### config.mk
export PLATFORM = sky130hd
export DESIGN_NAME = dtw_result_collector
export DESIGN_NICKNAME = d
export VERILOG_FILES = /design/src/rtl/dtw_pkg.sv /design/src/rtl/dtw_sat_counter.sv /design/src/rtl/dtw_result_collector.sv
export SDC_FILE = /design/constraint.sdc
export NUM_CORES = 1
export LEC_CHECK = 0
export ABC_AREA = 1
export CORE_UTILIZATION = 45
export DETAILED_ROUTE_END_ITERATION = 10
export GPL_ROUTABILITY_DRIVEN = 0
export PLACE_DENSITY = 0.78
export SLEW_MARGIN = 15
export SYNTH_ARGS = -nofsm -noshare
export SYNTH_HDL_FRONTEND = slang
export SYNTH_HIERARCHICAL = 1
export SYNTH_SLANG_ARGS = --single-unit
### constraint.sdc
create_clock -name clk -period 2.07 [get_ports clk]
set_clock_uncertainty 0.05 [all_clocks]
set_input_delay 0.414 -clock clk [delete_from_list [all_inputs] [get_ports clk]]
set_output_delay 0.414 -clock clk [all_outputs]
set_load 0.01 [all_outputs]
### src/rtl/dtw_pkg.sv
// Shared definitions for the DTW result path.
// Contents:
//   - word indices of a serialised result triplet
//   - the collector state enum
//   - the number of words per result
package dtw_pkg;

    // Position of each word within the serialised result triplet.
    localparam int unsigned W_QID = 0;
    localparam int unsigned W_POS = 1;
    localparam int unsigned W_VAL = 2;
    localparam int unsigned DTW_RES_WORDS = 3;

    // Each read state's encoding equals the index of the word it reads.
    // EMIT follows the last word.
    typedef enum logic [1:0] {
        RD_QID = 2'(W_QID),
        RD_POS = 2'(W_POS),
        RD_VAL = 2'(W_VAL),
        EMIT   = 2'(DTW_RES_WORDS)
    } dtw_state_e;

endpackage

### src/rtl/dtw_sat_counter.sv
// Saturating up-counter used for the collector status registers.
// Ports:
//   clk   - clock
//   rst   - asynchronous active-low reset
//   clear - synchronous clear, has priority over inc
//   inc   - increment enable
//   count - current count, sticks at all-ones
module dtw_sat_counter #(
    parameter int unsigned width = 32
) (
    input  logic             clk,
    input  logic             rst,
    input  logic             clear,
    input  logic             inc,
    output logic [width-1:0] count
);

    logic [width-1:0] count_q;

    always_ff @(posedge clk or negedge rst) begin
        if (!rst) begin
            count_q <= '0;
        end else if (clear) begin
            count_q <= '0;
        end else if (inc && (count_q != '1)) begin
            count_q <= count_q + 1'b1;
        end
    end

    assign count = count_q;

endmodule

### src/rtl/dtw_result_collector.sv
// Drains the DTW sink FIFO (query id, best position, minimum cost), reassembles
// each triplet into one record, classifies it against a threshold and hands it
// downstream on a valid/ready interface. Keeps saturating query/hit counters.
// Ports:
//   clk, rst               - clock, asynchronous active-low reset
//   clear                  - sync clear of counters/fmt_err, aborts partial record
//   threshold              - hit threshold (low dtw_dwidth bits used)
//   fifo_empty, fifo_data  - first-word-fall-through FIFO head
//   fifo_rden              - pop strobe (combinational)
//   out_valid, out_ready   - record handshake
//   out_qid, out_position, out_minval, out_hit - record fields
//   query_count, hit_count - accepted records / accepted hits
//   fmt_err                - sticky: cost word had nonzero upper bits
module dtw_result_collector #(
    parameter int unsigned dtw_dwidth = 16,
    parameter int unsigned axi_dwidth = 32
) (
    input  logic                  clk,
    input  logic                  rst,
    input  logic                  clear,
    input  logic [axi_dwidth-1:0] threshold,
    input  logic                  fifo_empty,
    input  logic [31:0]           fifo_data,
    output logic                  fifo_rden,
    output logic                  out_valid,
    input  logic                  out_ready,
    output logic [31:0]           out_qid,
    output logic [31:0]           out_position,
    output logic [dtw_dwidth-1:0] out_minval,
    output logic                  out_hit,
    output logic [axi_dwidth-1:0] query_count,
    output logic [axi_dwidth-1:0] hit_count,
    output logic                  fmt_err
);

    import dtw_pkg::*;

    dtw_state_e            state_q;
    logic                  upper_nz;
    logic [dtw_dwidth-1:0] minval_cap;
    logic                  handshake;

    // Cost words wider than dtw_dwidth are malformed.
    if (dtw_dwidth < 32) begin : g_upper
        assign upper_nz = |fifo_data[31:dtw_dwidth];
    end else begin : g_no_upper
        assign upper_nz = 1'b0;
    end

    if (axi_dwidth > dtw_dwidth) begin : g_thr
        logic unused_thr;
        assign unused_thr = ^threshold[axi_dwidth-1:dtw_dwidth];
    end

    always_comb begin
        minval_cap = upper_nz ? '1 : fifo_data[dtw_dwidth-1:0];
    end

    assign fifo_rden = !clear && !fifo_empty && (state_q != EMIT);
    assign handshake = out_valid && out_ready && !clear;

    always_ff @(posedge clk or negedge rst) begin
        if (!rst) begin
            state_q      <= RD_QID;
            out_valid    <= 1'b0;
            out_qid      <= '0;
            out_position <= '0;
            out_minval   <= '0;
            out_hit      <= 1'b0;
            fmt_err      <= 1'b0;
        end else if (clear) begin
            // Any partial or pending record is dropped.
            state_q   <= RD_QID;
            out_valid <= 1'b0;
            fmt_err   <= 1'b0;
        end else begin
            unique case (state_q)
                RD_QID: begin
                    if (!fifo_empty) begin
                        out_qid <= fifo_data;
                        state_q <= RD_POS;
                    end
                end
                RD_POS: begin
                    if (!fifo_empty) begin
                        out_position <= fifo_data;
                        state_q      <= RD_VAL;
                    end
                end
                RD_VAL: begin
                    if (!fifo_empty) begin
                        out_minval <= minval_cap;
                        // Classified once here; later threshold writes do not
                        // affect the pending record.
                        out_hit    <= minval_cap < threshold[dtw_dwidth-1:0];
                        if (upper_nz) begin
                            fmt_err <= 1'b1;
                        end
                        out_valid  <= 1'b1;
                        state_q    <= EMIT;
                    end
                end
                EMIT: begin
                    if (out_ready) begin
                        out_valid <= 1'b0;
                        state_q   <= RD_QID;
                    end
                end
                default: begin
                    state_q   <= RD_QID;
                    out_valid <= 1'b0;
                end
            endcase
        end
    end

    dtw_sat_counter #(
        .width (axi_dwidth)
    ) u_query_cnt (
        .clk   (clk),
        .rst   (rst),
        .clear (clear),
        .inc   (handshake),
        .count (query_count)
    );

    dtw_sat_counter #(
        .width (axi_dwidth)
    ) u_hit_cnt (
        .clk   (clk),
        .rst   (rst),
        .clear (clear),
        .inc   (handshake && out_hit),
        .count (hit_count)
    );

endmodule

==> results of run 1 <==
[cell type report]
| cell class | count | area [um2] | area share (%) |
|---|---|---|---|
| multi-input combinational | 810 | 3970 | 33.7 |
| sequential | 149 | 3730 | 31.7 |
| timing repair buffer | 269 | 2720 | 23.1 |
| inverter | 122 | 460 | 3.91 |
| clock buffer | 18 | 439 | 3.73 |
| tap | 229 | 287 | 2.43 |
| clock inverter | 14 | 175 | 1.49 |
[power groups by stage]
stage          Combinational [mW]  Sequential, mW  Clock (mW)
3_3_place_gp                 3.79            4.23           0
2_1_floorplan                1.12            4.61           0
5_1_grt                      4.18            4.33        3.43
6_report                     3.86            4.24        3.28
4_1_cts                      3.89            4.24        3.33
3_5_place_dp                 3.85            4.26           0
[what timing repair did]
action,4_1_cts,5_1_grt
cloned,0,2
hold buffers,1,0
endpoints found under the hold margin,25,0
setup endpoints to repair,1,2
gates resized for setup,5,34
setup buffers,0,2
pin swaps,0,16
[through the flow]
stage               area [um2]  hold slack (ns)  total power [mW]  cells
floorplan                 8280           0.0684              5.73   1115
global placement         11000            0.276              8.02   1574
detailed placement       11000            0.274              8.11   1574
CTS                      11600            0.381              11.5   1607
global route             11800            0.263              11.9   1611
finish                   11800            0.245              11.4   1611
[Yosys cell counts, drive strengths merged]
cell type	count
a21oi	16
nand3b	2
ha	21
xnor2	8
and2	1
xor2	10
a211oi	1
clkbuf	4
buf	30
nand3	74
a31oi	16
nor3	2
inv	122
nand2	391
a22oi	2
or2	3
o21ai	97
nand4	17
dfrtp	149
a32oi	1
nor2	148
[worst max path at each step]
stage / to / cells past startpoint / startpoint
after floorplan: out_hit / 15 / fifo_data[23]
after global placement: out_hit / 16 / fifo_data[25]
after detailed placement: out_hit / 16 / fifo_data[29]
after CTS: out_hit / 16 / fifo_data[29]
after global routing: u_query_cnt/count[9] / 11 / u_query_cnt/count[1]
final: fifo_rden / 4 / state_q[0]
[layer usage]
| metal | routed length (um) | vias to the layer above | share of wire (%) |
|---|---|---|---|
| met1 | 9930 | 3829 | 42 |
| met2 | 11700 | 287 | 49 |
| met5 | 0 | - | 0 |
| li1 | - | 4036 | - |
| met3 | 1740 | 25 | 7.4 |
| met4 | 278 | 0 | 1.2 |
[flip-flops by register name, indices dropped and copies added (netlist names)]
signal	flops
out_position	32
out_qid	32
u_hit_cnt/count	32
u_query_cnt/count	32
out_minval	16
state_q	2
fmt_err	1
out_hit	1
out_valid	1
[critical path: stages, from the launching register on]
cell and delay, ns:
dfrtp_1 0.39, ha_2 0.20, or2_2 0.30, nor2_1 0.09
buf_2 0.13
[cells by family (layout without fill, tap and decap cells)]
kind of cell	count (synthesis)	in the layout	share of synthesized area [%]
flip-flops	149	149	45.1
buffers and inverters	156	423	8.16
adder cells (fa/ha/maj)	21	21	3.18
XOR/XNOR	18	18	1.91
AND/OR/NAND/NOR	638	638	33.2
AO/OA/AOI/OAI	133	133	8.53
==> impl_metrics.toml, run 1 <==
[outcome]
status = "finished, final reports clean"

[worst_setup_path]
r2r_cells = 11
r2r_end = "u_query_cnt/count[15]"
critPathMaxFanout = 2
timing.rr.start = "u_query_cnt/count[1]"
critical_path_class = "flip-flop to output pin"
reg2reg_slack_ns = 0.18
start_kind = "flip-flop"
end_kind = "output pin"
required_ns = 1.61
worstPathArrival_ns = 1.52

[synth]
synth_top_area_share_pct = 45.1
synthesis.nets = 1205
ys_top_cells_by_area = "dfrtp_1, nand2_1, nor2_1"
syn_inst = 1115
syn_area_mm2 = 0.00828
yosysSeqAreaShare_pct = 45.1
yosysTopAreaCell = "dfrtp_1"
ys_seq_elements = 149
ys_types = 33
synth_warnings = 6
syn_area_per_cell_um2 = 7.42

[power]
clockPowerShare_pct = 28.8
switchingPower_mw = 3.67
p_int_mw = 7.71
p_per_area_mw_per_mm2 = 966
p_seq_share_pct = 37.3
switching_share_pct = 32.3
p_comb_share_pct = 33.9
leakage_nw = 5.54
vdd_drop_max_uv = 692

[grt]
overflow = 0
grt_pass1_vias = 7498
grt.busiest_layer = "met2"
grtUsageTotal_pct = 25.3
met2_usage_pct = 42.0
grt_util_met1_pct = 32.4
met3_usage_pct = 6.77
grt_pass1_wl_um = 37200
grt_max_degree = 41
antenna_found_initial = 0

[timing]
finalSetupViolations = 0
finalCriticalPeriod_ns = 1.98
finalHoldViolCount = 0
drv_slew = 0
rsz0062_at_grt = "false"
tns_ns = 0
fmax_mhz = 505
period_share_pct = 95.6
tightest_slew_ns = 0.461
relSlewSlack_pct = 69.1
setup_slack_ns = 0.0908

[placement]
io_buffers = 200
dp_hpwl_um = 17000
post-place-ws_ns = -0.450

[worst_hold_path]
worstHoldEndpoint = "out_qid[23]"
hp-start = "fifo_data[23]"
hold_class = "primary input to flip-flop"
holdPathStages = 3

[clock_tree]
h-tree-depth = 4
cts-buffers-inserted = 17
clockBufferDepth = 2
clk_latency_ns = 0.43
clock_sinks = 149
cts_root_buf = "clkbuf_16"
cts_tree = "built"
cts.reportedPaths.clkPinSlew_ns = 0.07

[flow_run]
maxCapViolCount = 0

[cells_and_area]
fillerInstances = 1508
final_cell_mix = "nand2_1, clkdlybuf4s50_1, dfrtp_1"
post-route-util_pct = 65.6
drive_gt1_share_pct = 11.9
area_delta_synth_final_pct = 42.3
n_antenna_cell = 0
final_common_cell = "nand2_1"
nets = 1459

[die]
die_area_mm2 = 0.0189
ios = 217
initial_utilization_pct = 46.1
die_h_um = 138
fp.dieW_um = 138
num_rows = 49
core_mm2 = 0.0180

[route]
routedWlPerCell_um = 14.7
ant_nets = 0
vias = 8177
drt-initial-drc-count = 555
drc = 0
viasPerCell = 5.08
routed_wl_um = 23600
drt_pass1_iterations = 6
(Power assumes the default switching activity.)
==> run 2: changes to the inputs <==
--- a/config.mk
+++ b/config.mk
@@ -7,6 +7,7 @@
 export LEC_CHECK = 0
 export ABC_AREA = 1
 export CORE_UTILIZATION = 45
+export CTS_CLUSTER_SIZE = 28
 export DETAILED_ROUTE_END_ITERATION = 10
 export GPL_ROUTABILITY_DRIVEN = 0
 export PLACE_DENSITY = 0.78
==> results of run 2 <==
Same layout as run 1: the final DEF is identical, and so are final timing and power.
